===== src/rtl/acfa_pkg.sv =====
`default_nettype none
// ============================================================================
// Module      : acfa_pkg
// Description : Shared definitions for the ACFA log drain: the drain state
//               encoding, the default frame header and the position of the
//               overflow flag inside the count word.
// Revision    : 1.0 - initial release
// ============================================================================
package acfa_pkg;

    typedef enum logic [2:0] {
        ST_IDLE  = 3'd0,
        ST_HDR   = 3'd1,
        ST_CNT   = 3'd2,
        ST_FETCH = 3'd3,
        ST_LATCH = 3'd4,
        ST_SEND  = 3'd5,
        ST_CSUM  = 3'd6,
        ST_FIN   = 3'd7
    } state_t;

    localparam logic [15:0] HDR_WORD_DEFAULT = 16'hACFA;
    localparam int          CNT_OVF_BIT      = 15;

endpackage : acfa_pkg
`default_nettype wire


===== src/rtl/acfa_log_drain.sv =====
`default_nettype none
// ============================================================================
// Module      : acfa_log_drain
// Description : Drains the ACFA control-flow log. On trig it snapshots the log
//               pointer, then streams header, count word, every valid log
//               word (read through the synchronous memory port) and an XOR
//               checksum over a valid/ready interface, finally pulsing
//               log_clear together with done.
// Ports       : mclk, puc_rst       - clock, async active-high reset
//               trig, log_ptr       - start request, number of valid words
//               mem_ren/addr/rdata  - log memory read port (1-cycle latency)
//               tx_data/valid/ready - outgoing word stream
//               busy, done, log_clear - frame status
// Revision    : 1.0 - initial release
// ============================================================================
module acfa_log_drain
    import acfa_pkg::*;
#(
    parameter int          ADDR_W    = 8,
    parameter int          LOG_WORDS = 128,
    parameter logic [15:0] HDR_WORD  = HDR_WORD_DEFAULT
) (
    input  logic              mclk,
    input  logic              puc_rst,
    input  logic              trig,
    input  logic [15:0]       log_ptr,
    output logic              mem_ren,
    output logic [ADDR_W-1:0] mem_addr,
    input  logic [15:0]       mem_rdata,
    output logic [15:0]       tx_data,
    output logic              tx_valid,
    input  logic              tx_ready,
    output logic              busy,
    output logic              done,
    output logic              log_clear
);

    localparam logic [15:0] c_log_words = 16'(LOG_WORDS);

    state_t            r_state;
    state_t            w_state_nxt;
    logic [15:0]       r_n;
    logic              r_ovf;
    logic [ADDR_W:0]   r_idx;
    logic [15:0]       r_data;
    logic [15:0]       r_csum;
    logic [ADDR_W:0]   w_idx_inc;
    logic [15:0]       w_cnt_word;
    logic [15:0]       w_n_clamp;
    logic              w_hs;

    assign w_idx_inc = r_idx + 1'b1;
    assign w_n_clamp = (log_ptr > c_log_words) ? c_log_words : log_ptr;
    assign w_hs      = tx_valid & tx_ready;

    // Count word: clamped length with the overflow flag in the top bit.
    always_comb begin
        w_cnt_word              = r_n;
        w_cnt_word[CNT_OVF_BIT] = r_ovf;
    end

    always_ff @(posedge mclk or posedge puc_rst) begin
        if (puc_rst) begin
            r_state <= ST_IDLE;
        end else begin
            r_state <= w_state_nxt;
        end
    end

    // All outputs decode from the state register, so an asynchronous reset
    // forces them to zero immediately.
    always_comb begin
        w_state_nxt = r_state;
        tx_valid    = 1'b0;
        tx_data     = '0;
        mem_ren     = 1'b0;
        mem_addr    = '0;
        busy        = 1'b1;
        done        = 1'b0;
        log_clear   = 1'b0;
        case (r_state)
            ST_IDLE: begin
                busy = 1'b0;
                if (trig) begin
                    w_state_nxt = ST_HDR;
                end
            end
            ST_HDR: begin
                tx_valid = 1'b1;
                tx_data  = r_data;
                if (tx_ready) begin
                    w_state_nxt = ST_CNT;
                end
            end
            ST_CNT: begin
                tx_valid = 1'b1;
                tx_data  = r_data;
                if (tx_ready) begin
                    w_state_nxt = (r_n == 16'd0) ? ST_CSUM : ST_FETCH;
                end
            end
            ST_FETCH: begin
                mem_ren     = 1'b1;
                mem_addr    = r_idx[ADDR_W-1:0];
                w_state_nxt = ST_LATCH;
            end
            ST_LATCH: begin
                w_state_nxt = ST_SEND;
            end
            ST_SEND: begin
                tx_valid = 1'b1;
                tx_data  = r_data;
                if (tx_ready) begin
                    w_state_nxt = (16'(w_idx_inc) == r_n) ? ST_CSUM : ST_FETCH;
                end
            end
            ST_CSUM: begin
                tx_valid = 1'b1;
                tx_data  = r_csum;
                if (tx_ready) begin
                    w_state_nxt = ST_FIN;
                end
            end
            ST_FIN: begin
                done        = 1'b1;
                log_clear   = 1'b1;
                w_state_nxt = ST_IDLE;
            end
            default: begin
                w_state_nxt = ST_IDLE;
            end
        endcase
    end

    // Frame datapath: snapshot, word holding register and running checksum.
    always_ff @(posedge mclk or posedge puc_rst) begin
        if (puc_rst) begin
            r_n    <= '0;
            r_ovf  <= 1'b0;
            r_idx  <= '0;
            r_data <= '0;
            r_csum <= '0;
        end else begin
            case (r_state)
                ST_IDLE: begin
                    if (trig) begin
                        r_n    <= w_n_clamp;
                        r_ovf  <= (log_ptr > c_log_words);
                        r_idx  <= '0;
                        r_csum <= '0;
                        r_data <= HDR_WORD;
                    end
                end
                ST_HDR: begin
                    if (w_hs) begin
                        r_csum <= r_csum ^ r_data;
                        r_data <= w_cnt_word;
                    end
                end
                ST_CNT: begin
                    if (w_hs) begin
                        r_csum <= r_csum ^ r_data;
                    end
                end
                ST_LATCH: begin
                    r_data <= mem_rdata;
                end
                ST_SEND: begin
                    if (w_hs) begin
                        r_csum <= r_csum ^ r_data;
                        r_idx  <= w_idx_inc;
                    end
                end
                default: begin
                end
            endcase
        end
    end

endmodule : acfa_log_drain
`default_nettype wire

===== config.mk =====
export PLATFORM = sky130hd
export DESIGN_NAME = acfa_log_drain
export DESIGN_NICKNAME = d
export VERILOG_FILES = /design/src/rtl/acfa_pkg.sv /design/src/rtl/acfa_log_drain.sv
export SDC_FILE = /design/constraint.sdc
export NUM_CORES = 1
export LEC_CHECK = 0
export BUFFER_PORTS_ARGS = -buffer_cell sky130_fd_sc_hd__buf_2
export CAP_MARGIN = 20
export CORE_ASPECT_RATIO = 2
export CORE_UTILIZATION = 59
export DETAILED_ROUTE_END_ITERATION = 8
export PLACE_DENSITY_LB_ADDON = 0.25
export SLEW_MARGIN = 5
export SYNTH_ARGS = -nofsm -noshare
export SYNTH_HDL_FRONTEND = slang
export SYNTH_SLANG_ARGS = --single-unit

===== constraint.sdc =====
create_clock -name mclk -period 4.7 [get_ports mclk]
set_input_delay 0 -clock mclk [delete_from_list [all_inputs] [get_ports mclk]]
set_output_delay 0 -clock mclk [all_outputs]
set_load 0.05 [all_outputs]

==> results of run 1 <==
==> stage by stage <==
step,hold slack (ps),utilization [%],cells,power (mW)
finish,4.15,72.9,485,2.69
global route,18.7,72.9,485,2.86
CTS,0.795,72.5,483,2.67
detailed placement,245,66.1,452,2.20
global placement,242,66.1,452,2.16
floorplan,117,-,351,1.94
==> cells by family (layout without fill, tap and decap cells) <==
| family | Yosys count | count (layout) | synth area share, % |
|---|---|---|---|
| AOI/OAI and AO/OA | 96 | 96 | 20.3 |
| xor gates and xnor gates | 27 | 27 | 7.20 |
| adders and majority gates | 1 | 1 | 0.381 |
| buffers and inverters | 30 | 104 | 4.95 |
| DFF | 61 | 61 | 46.5 |
| muxes | 1 | 1 | 0.305 |
| and+or+nand+nor | 135 | 135 | 20.4 |
==> placed cells by master, fill, tap and decap left out, types with 2 or more instances in the layout <==
cell type	Yosys	layout
a21oi_1	10	10
a22o_1	22	22
a22oi_1	16	16
a31oi_1	11	11
and2_1	17	17
and3_1	5	5
buf_2	7	64
buf_4	3	2
clkbuf_1	11	2
clkbuf_8	3	10
clkinv_2	0	2
dfrtp_1	61	61
dlygate4sd3_1	0	15
inv_1	5	4
inv_2	1	2
nand2_1	34	34
nand3_1	6	6
nand4_1	3	3
nor2_1	51	50
nor3_1	3	3
nor4_1	4	4
nor4_4	2	2
o21ai_0	21	21
o22a_1	2	2
o22ai_1	2	2
o31ai_1	2	2
or3_1	2	2
xnor2_1	7	7
xor2_1	20	20
==> area by class of cell <==
class                      count  area [um2]
fill                         423        1460
clock inverter                 4        47.5
tap                           60        75.1
timing repair buffer          82         500
multi-input combinational    260        1600
inverter                       6        22.5
sequential                    61        1530
clock buffer                  12         145
==> layer usage <==
metal  vias to the layer above  part of all wire [%]  global-route usage, %
met3                        28                   4.9                   7.63
met2                       118                    54                   54.0
met5                         -                     0                      0
met1                      1400                    37                   35.9
li1                       1380                     -                      -
met4                         0                   3.3                   17.2
==> path summary, 6_finish.rpt <==
path	slack, ps	end	startpoint	cells after the start
setup / recovery	2180	r_n[2]$_DFFE_PP0P_	r_state[2]$_DFFE_PP0P_	6
hold / removal	4	r_data[2]$_DFFE_PP0P_	mem_rdata[2]	3
setup reg to reg	2180	r_n[2]$_DFFE_PP0P_	r_state[2]$_DFFE_PP0P_	6
hold reg to reg	510	r_n[15]$_DFFE_PP0P_	r_n[15]$_DFFE_PP0P_	1
max in group asynchronous	3770	r_csum[8]$_DFFE_PP0P_	puc_rst	4
min in group asynchronous	410	r_csum[15]$_DFFE_PP0P_	puc_rst	4
==> power by group <==
part	internal (mW)	switching (mW)
clock	0.258	0.207
combinational	0.426	0.943
sequential	0.691	0.162
total	1.37	1.31
==> registers in the layout, summed over array words and instances (netlist names) <==
register  flops
r_csum       16
r_n          16
r_idx         9
r_state       3
r_ovf         1
r_data       16
==> worst max-delay path: cells and delay by family, from the launching register on <==
| family | cells | cell delay (ps) |
|---|---|---|
| compound gates | 2 | 460 |
| flops | 1 | 490 |
| simple gates | 4 | 1480 |
==> timing repair <==
item,in CTS,in global routing
setup endpoints to repair,0,0
gates resized for setup,0,0
hold buffers,15,0
buffers inserted,0,0
hold endpoints to repair,76,0
==> qor.txt, run 1 <==
clock tree sinks - 61
count leader, synth - dfrtp_1
PwrDens - 686 nW/um2
DRC viols - 0
maximum vdd drop - 0.701 mV
worst-margin pin slew - 1120 ps
Worst EP arrival - 2780 ps
layout cell share with drive strength beyond 1 - 22.1%
Setup CP Type - flip-flop to flip-flop
DRT Pass-1 Iters - 4
Worst Path Required - 4960 ps
Row Count - 38
relative slew slack - 25.3%
Nets - 457
LEAKAGE - 1.83 nW
fin crit share - 53.6%
die height - 108 um
Hold Violations, Final - 0
Vias - 2926
routed wire length - 8580 um
status - completed
clock latency on the worst-skew pair - 350 ps
number of library cell types mapped by synthesis - 47
final slew viol count - 0
area leader, netlist - dfrtp_1
die width - 54.8 um
EDFF count, synth - 0
Synth Area per Inst - 9.36 um2
number of global-route vias before repair - 2805
initial core utilization - 61.2%
setup TNS - 0 ps
final setup fails - 0
antenna-violating nets left - 0
async set-reset flop share out of synthesis - 100%
CTS HTree Levels - 3
Post-Syn Area - 3290 um2
crit path launch type - flip-flop
flop and latch count out of synthesis - 61
Synth top cells by count - dfrtp_1, nor2_1, nand2_1
Area Overhead vs Synth - 19.2%
clock root buffer master - clkbuf_8
routability congestion estimate - 0.901
initial antenna violation count - 0
TritonCTS Buffers - 9
crit-path cells - nor3_1 > and2_1 > nand3_1 > a21oi_2 > nand2_1 > o21ai_0
grt total ovfl - 0
Critical Path Fanout Max - 22
CTS Buffer Depth - 2
unrepaired setup endpoints after global routing - false
slowest stage delay, CP - 780 ps
post-layout minimum cycle time - 2520 ps
max-cap violation count - 0
core area - 5370 um2
most area-consuming cells after synthesis - dfrtp_1, a22o_1, nor2_1
Diodes inserted - 0
first-pass GRT wire length - 13400 um
setup ws final - 2180 ps
Mapped Cells - 351
DR iter-0 viols - 135
DP HPWL - 5880 um
share of Yosys cell area claimed by the top area cell type - 46.5%
GRT Util Overall - 32.5%
fmax - 397 MHz
CP max stage cell - and2_1
Post-DP Area - 3550 um2
CTS clk-pin slew, worst paths - 70 ps
Main synth FF type - dfrtp_1
post-synth net total - 388
Routed wire per std cell - 17.7 um
Final Skew - 5.34 ps
Port-buffer cells - 64
design area - 3920 um2
Die Area - 5890 um2
Seq/Total Area, Yosys - 46.5%
Synth Warn # - 0
Via-to-Cell Ratio - 6.03
Placement Setup Slack - 2230 ps
Hold WC Path Type - input pin to flip-flop
I/O Pins - 65
TritonCTS clock tree - done
CP Capture Type - flip-flop
largest net degree at the start of global routing - 62
Power figures use the tool's default switching activity.
==> inputs of run 2 (changes only) <==
--- a/config.mk
+++ b/config.mk
@@ -5,10 +5,11 @@
 export SDC_FILE = /design/constraint.sdc
 export NUM_CORES = 1
 export LEC_CHECK = 0
+export ABC_AREA = 1
 export BUFFER_PORTS_ARGS = -buffer_cell sky130_fd_sc_hd__buf_2
 export CAP_MARGIN = 20
 export CORE_ASPECT_RATIO = 2
-export CORE_UTILIZATION = 59
+export CORE_UTILIZATION = 56
 export DETAILED_ROUTE_END_ITERATION = 8
 export PLACE_DENSITY_LB_ADDON = 0.25
 export SLEW_MARGIN = 5
==> constraint.sdc (replaced) <==
create_clock -name mclk -period 2.4 [get_ports mclk]
set_input_delay 0 -clock mclk [delete_from_list [all_inputs] [get_ports mclk]]
set_output_delay 0 -clock mclk [all_outputs]
set_load 0.05 [all_outputs]
==> run 2 against run 1 <==
The run now ends with design-rule violations left. Via count rose by 17%. Sequential share of layout area fell by 3.5 points. Setup slack got worse by 2000 ps. Highest routed layer unchanged.
==> qor.txt, run 2 <==
CP startpoint - r_state[2]$_DFFE_PP0P_ (unchanged)
die width - 57.8 um (was 54.8 um)
async set-reset flop share out of synthesis - 100% (unchanged)
I/O Pins - 65 (unchanged)
TritonCTS Buffers - 9 (unchanged)
post-layout minimum cycle time - 2210 ps
flop and latch count out of synthesis - 61 (unchanged)
Reg2Reg Depth - 12 (was 6)
LEAKAGE - 2.20 nW (was 1.83 nW)
DRC viols - 6 (was 0)
Nets - 580 (was 457)
share of Yosys cell area claimed by the top area cell type - 43.8% (was 46.5%)
Hold Crit Start - mem_rdata[2] (unchanged)
number of global-route vias before repair - 3571 (was 2805)
layout cell share with drive strength beyond 1 - 21.4% (was 22.1%)
die height - 114 um (was 108 um)
CTS Buffer Depth - 2 (unchanged)
Synth Warn # - 0 (unchanged)
Routed wire per std cell - 15.6 um (was 17.7 um)
CTS HTree Levels - 3 (unchanged)
number of setup buffers added after CTS - 0 (unchanged)
Diodes inserted - 0 (unchanged)
number of library cell types mapped by synthesis - 34 (was 47)
fin crit share - 92.1%
Fillers - 499 (was 423)
most common cell after layout, fill and taps aside - nand2_1 (was buf_2)
Worst EP arrival - 2210 ps (was 2780 ps)
clock tree sinks - 61 (unchanged)
antenna-violating nets left - 0 (unchanged)
reg-to-reg startpoint - r_idx[0]$_DFFE_PP0P_ (was r_state[2]$_DFFE_PP0P_)
fmax - 452 MHz
Largest regs - r_csum: 16 flops, r_data: 16 flops, r_n: 16 flops (unchanged)
largest net degree at the start of global routing - 33 (was 62)
Setup CP Type - flip-flop to primary output (was flip-flop to flip-flop)
DRT Pass-1 Iters - 7 (was 4)
Critical Path Fanout Max - 17 (was 22)
clock latency on the worst-skew pair - 330 ps (was 350 ps)
CTS Hold Bufs - 15 (unchanged)
CTS clk-pin slew, worst paths - 50 ps (was 70 ps)
final slew viol count - 0 (unchanged)
initial core utilization - 58.1% (was 61.2%)
routability congestion estimate - 0.997 (was 0.901)
hold slack final - 20.7 ps (was 4.15 ps)
Mapped Cells - 460 (was 351)
routed wire length - 9480 um (was 8580 um)
area leader, netlist - dfrtp_1 (unchanged)
Seq/Total Area, Yosys - 43.8% (was 46.5%)
TritonCTS clock tree - done (unchanged)
reg2reg end - r_state[0]$_DFFE_PP0P_ (was r_n[2]$_DFFE_PP0P_)
Die Area - 6570 um2 (was 5890 um2)
DR iter-0 viols - 245 (was 135)
core area - 6010 um2 (was 5370 um2)
post-synth net total - 497 (was 388)
count leader, synth - nand2_1 (was dfrtp_1)
failing checks - design-rule violations
crit path launch type - flip-flop (unchanged)
maximum vdd drop - 0.662 mV (was 0.701 mV)
Hold WC Path Type - input pin to flip-flop (unchanged)
Synth Area per Inst - 7.58 um2 (was 9.36 um2)
Final Skew - 6.58 ps (was 5.34 ps)
CP Capture Type - primary output (was flip-flop)
worst-margin pin slew - 657 ps (was 1120 ps)
Post-Syn Area - 3490 um2 (was 3290 um2)
Area Overhead vs Synth - 23.5% (was 19.2%)
max-cap violation count - 0 (unchanged)
Port-buffer cells - 64 (unchanged)
CP Capture Point - tx_data[8] (was r_n[2]$_DFFE_PP0P_)
GRT Util Overall - 32.4% (was 32.5%)
PostCTS Resize Cnt - 0 (unchanged)
initial antenna violation count - 0 (unchanged)
final setup fails - 0 (unchanged)
first-pass GRT wire length - 15900 um (was 13400 um)
PwrDens - 1360 nW/um2 (was 686 nW/um2)
Worst Path Required - 2400 ps (was 4960 ps)
setup TNS - 0 ps (unchanged)
Main synth FF type - dfrtp_1 (unchanged)
most frequent cells in the layout - nand2_1, inv_1, buf_2, dfrtp_1, nor2_1 (was buf_2, dfrtp_1, nor2_1, nand2_1, a22o_1)
worst reg-to-reg setup slack - 380 ps (was 2180 ps)
Row Count - 40 (was 38)
DP HPWL - 6790 um (was 5880 um)
unrepaired setup endpoints after global routing - false (unchanged)
EDFF count, synth - 0 (unchanged)
most area-consuming cells after synthesis - dfrtp_1, nand2_1, inv_1 (was dfrtp_1, a22o_1, nor2_1)
Synth top cells by count - nand2_1, inv_1, dfrtp_1 (was dfrtp_1, nor2_1, nand2_1)
grt total ovfl - 0 (unchanged)
relative slew slack - 56.1% (was 25.3%)
Hold Violations, Final - 0 (unchanged)
Vias - 3435 (was 2926)
status - finished with violations (was completed)
Via-to-Cell Ratio - 5.64 (was 6.03)
clock root buffer master - clkbuf_16 (was clkbuf_8)
==> run 2: area by class of cell <==
class / instances / area [um2] / share of cell area, %
Clock inverter: 1 / 30.0 / 0.697
Clock buffer: 13 / 270 / 6.28
Tap cell: 63 / 78.8 / 1.83
Multi-Input combinational cell: 302 / 1560 / 36.3
Inverter: 82 / 309 / 7.18
Sequential cell: 61 / 1530 / 35.4
Timing Repair Buffer: 87 / 531 / 12.3
==> run 2: metrics by stage <==
stage	util [%]	worst slack [ps]	std cells	power [mW]	instance area (um2)
2_1_floorplan	-	15.4	460	3.96	3490
3_3_place_gp	64.2	495	580	4.46	3860
3_5_place_dp	64.2	422	580	4.54	3860
4_1_cts	71.7	192	609	5.88	4310
5_1_grt	71.7	108	609	6.27	4310
6_report	71.7	189	609	5.86	4310
==> run 2: power breakdown <==
| group | leakage (nW) | switching [mW] | internal, mW |
|---|---|---|---|
| registers | 0.782 | 0.162 | 1.34 |
| clock network | 0.148 | 0.430 | 0.875 |
| logic | 1.27 | 2.18 | 0.876 |
==> run 2: kinds of logic (layout without fill, tap and decap cells) <==
group,after synthesis,count (layout),synth area share (%)
compound gates,85,85,14.8
buf+inv,97,183,11.5
simple gates,216,216,29.6
fa+ha+maj,1,1,0.359
flops,61,61,43.8
==> run 2: worst max-delay path: stages, from the launching register on <==
cell	delay (ps)
dfrtp_1	480
inv_2	110
nor2_1	150
nand2_1	410
o22ai_1	400
buf_2	320
==> run 2: worst min path at each step <==
stage                              to  slack (ps)  depth (start not counted)
2_1_floorplan  r_state[1]$_DFFE_PP0P_         130                          2
3_3_place_gp    r_csum[8]$_DFFE_PP0P_          80                          2
3_5_place_dp    r_data[2]$_DFFE_PP0P_          90                          2
4_1_cts         r_data[8]$_DFFE_PP0P_          20                          5
5_1_grt         r_data[8]$_DFFE_PP0P_          30                          5
6_report        r_data[2]$_DFFE_PP0P_          20                          5
==> run 2: routing by layer <==
metal	routed length (um)	GRT usage [%]
met5	0	0
met3	466	5.33
met1	3350	33.1
met2	5130	57.8
met4	536	22.2
==> inputs of run 3 (changes only) <==
--- a/config.mk
+++ b/config.mk
@@ -6,12 +6,14 @@
 export NUM_CORES = 1
 export LEC_CHECK = 0
 export ABC_AREA = 1
-export BUFFER_PORTS_ARGS = -buffer_cell sky130_fd_sc_hd__buf_2
+export BUFFER_PORTS_ARGS = -buffer_cell sky130_fd_sc_hd__buf_4
 export CAP_MARGIN = 20
 export CORE_ASPECT_RATIO = 2
+export CORE_MARGIN = 4
 export CORE_UTILIZATION = 56
 export DETAILED_ROUTE_END_ITERATION = 8
 export PLACE_DENSITY_LB_ADDON = 0.25
+export SKIP_LAST_GASP = 1
 export SLEW_MARGIN = 5
 export SYNTH_ARGS = -nofsm -noshare
 export SYNTH_HDL_FRONTEND = slang
==> run 3 against run 2 <==
The flow now finishes without violations. First-iteration DRC count grew 8.6%. Non-clock buffer count rose by 2. Clock skew fell by 3.2 ps. Global-route usage fell by 4.9 points. Combinational power up 6%. Clock power decreased by 9.9%. Register-to-register slack got worse by 20 ps. Final area is 4.1% higher. Critical path type unchanged. Highest routed layer unchanged.
==> qor.txt, run 3 (same netlist as run 2, synthesis figures left out) <==
most common cell after layout, fill and taps aside - nand2_1 (unchanged)
CP startpoint - r_state[1]$_DFFE_PP0P_ (was r_state[2]$_DFFE_PP0P_)
DRT Pass-1 Iters - 5 (was 7)
GRT Util Overall - 27.5% (was 32.4%)
grt total ovfl - 0 (unchanged)
Diodes inserted - 0 (unchanged)
Final Skew - 3.38 ps (was 6.58 ps)
first-pass GRT wire length - 16100 um (was 15900 um)
Die Area - 7630 um2 (was 6570 um2)
antenna-violating nets left - 0 (unchanged)
PwrDens - 1320 nW/um2 (was 1360 nW/um2)
routability congestion estimate - 0.963 (was 0.997)
number of setup buffers added after CTS - 0 (unchanged)
Largest regs - r_csum: 16 flops, r_data: 16 flops, r_n: 16 flops (unchanged)
most frequent cells in the layout - nand2_1, inv_1, buf_4, dfrtp_1, nor2_1 (was nand2_1, inv_1, buf_2, dfrtp_1, nor2_1)
I/O Pins - 65 (unchanged)
clock tree sinks - 61 (unchanged)
Hold Crit Start - mem_rdata[8] (was mem_rdata[2])
initial antenna violation count - 0 (unchanged)
overall power - 5.90 mW (was 5.86 mW)
clock latency on the worst-skew pair - 330 ps (about the same)
unrepaired setup endpoints after global routing - false (unchanged)
DP HPWL - 7180 um (was 6790 um)
routed wire length - 9890 um (was 9480 um)
CP Capture Type - primary output (unchanged)
post-layout minimum cycle time - 2050 ps (was 2210 ps)
DR iter-0 viols - 266 (was 245)
maximum vdd drop - 0.647 mV (was 0.662 mV)
worst-margin pin slew - 485 ps (was 657 ps)
die height - 120 um (was 114 um)
fin crit share - 85.3% (was 92.1%)
relative slew slack - 67.6% (was 56.1%)
Hold WC Path Type - input pin to flip-flop (unchanged)
Via-to-Cell Ratio - 5.53 (was 5.64)
DRC viols - 0 (was 6)
reg-to-reg startpoint - r_state[1]$_DFFE_PP0P_ (was r_idx[0]$_DFFE_PP0P_)
Hold Violations, Final - 0 (unchanged)
Row Count - 40 (unchanged)
Worst EP arrival - 2050 ps (was 2210 ps)
layout cell share with drive strength beyond 1 - 21.3% (was 21.4%)
Setup CP Type - flip-flop to primary output (unchanged)
Worst Path Required - 2400 ps (about the same)
final slew viol count - 0 (unchanged)
number of global-route vias before repair - 3646 (was 3571)
Routed wire per std cell - 15.6 um (about the same)
setup TNS - 0 ps (unchanged)
largest net degree at the start of global routing - 33 (unchanged)
CTS Buffer Depth - 2 (unchanged)
clock root buffer master - clkbuf_16 (unchanged)
LEAKAGE - 2.23 nW (was 2.20 nW)
die width - 63.8 um (was 57.8 um)
status - completed (was finished with violations)
fmax - 489 MHz (was 452 MHz)
max-cap violation count - 0 (unchanged)
initial core utilization - 57.6% (was 58.1%)
Vias - 3507 (was 3435)
Area Overhead vs Synth - 28.5% (was 23.5%)
TritonCTS Buffers - 9 (unchanged)
PostCTS Resize Cnt - 0 (unchanged)
Port-buffer cells - 64 (unchanged)
Critical Path Fanout Max - 10 (was 17)
crit path launch type - flip-flop (unchanged)
CTS HTree Levels - 3 (unchanged)
core area - 6060 um2 (was 6010 um2)
Nets - 582 (was 580)
CTS clk-pin slew, worst paths - 50 ps (about the same)
final setup fails - 0 (unchanged)
TritonCTS clock tree - done (unchanged)
-- run 3: power by group --
part / internal [mW] / switching, mW / leakage, nW
logic: 1.01 / 2.21 / 1.32
registers: 1.34 / 0.162 / 0.782
clock network: 0.753 / 0.424 / 0.134
total: 3.10 / 2.80 / 2.23
-- run 3: worst max-delay path, stage by stage (launching register included) --
cell	delay, ps
dfrtp_1	640
nand2_1	150
nor2_1	170
clkinv_1	320
nor2_1	210
buf_4	220
-- run 3: worst paths after layout --
path | to | slack [ps] | cells after the start
max | mem_addr[0] | 350 | 5
max reg2reg | r_csum[3]$_DFFE_PP0P_ | 360 | 8
min in group asynchronous | r_data[12]$_DFFE_PP0P_ | 230 | 3
max in group asynchronous | r_csum[9]$_DFFE_PP0P_ | 1510 | 4
min reg2reg | r_n[9]$_DFFE_PP0P_ | 470 | 2
min | r_data[8]$_DFFE_PP0P_ | 9 | 5
-- run 3: per-layer routing --
metal	up-vias	GRT usage, %	wire length, um
li1	1677	-	-
met3	44	6.27	467
met1	1639	25.6	3400
met2	147	50.8	5560
met4	0	18.7	457
met5	-	0	0
-- run 3: cell type report --
type | instances | area [um2]
inverter | 82 | 309
multi-input combinational | 302 | 1560
fill | 468 | 1570
clock inverter | 1 | 5.00
tap | 84 | 105
clock buffer | 15 | 268
sequential | 61 | 1530
timing repair buffer | 89 | 708
-- run 3: per-stage QoR --
step	hold slack (ps)	util, %	setup slack, ps	cell area (um2)	instances
3_5_place_dp	31.3	66.9	407	4050	602
6_report	9.34	74.0	354	4480	634
2_1_floorplan	135	-	15.4	3490	460
3_3_place_gp	17.0	66.9	503	4050	602
4_1_cts	7.55	74.0	342	4480	634
5_1_grt	50.0	74.0	206	4480	634
-- run 3: timing repair --
action,in CTS,in global routing
hold buffers,16,0
endpoints found under the setup margin,0,0
endpoints found under the hold margin,33,0
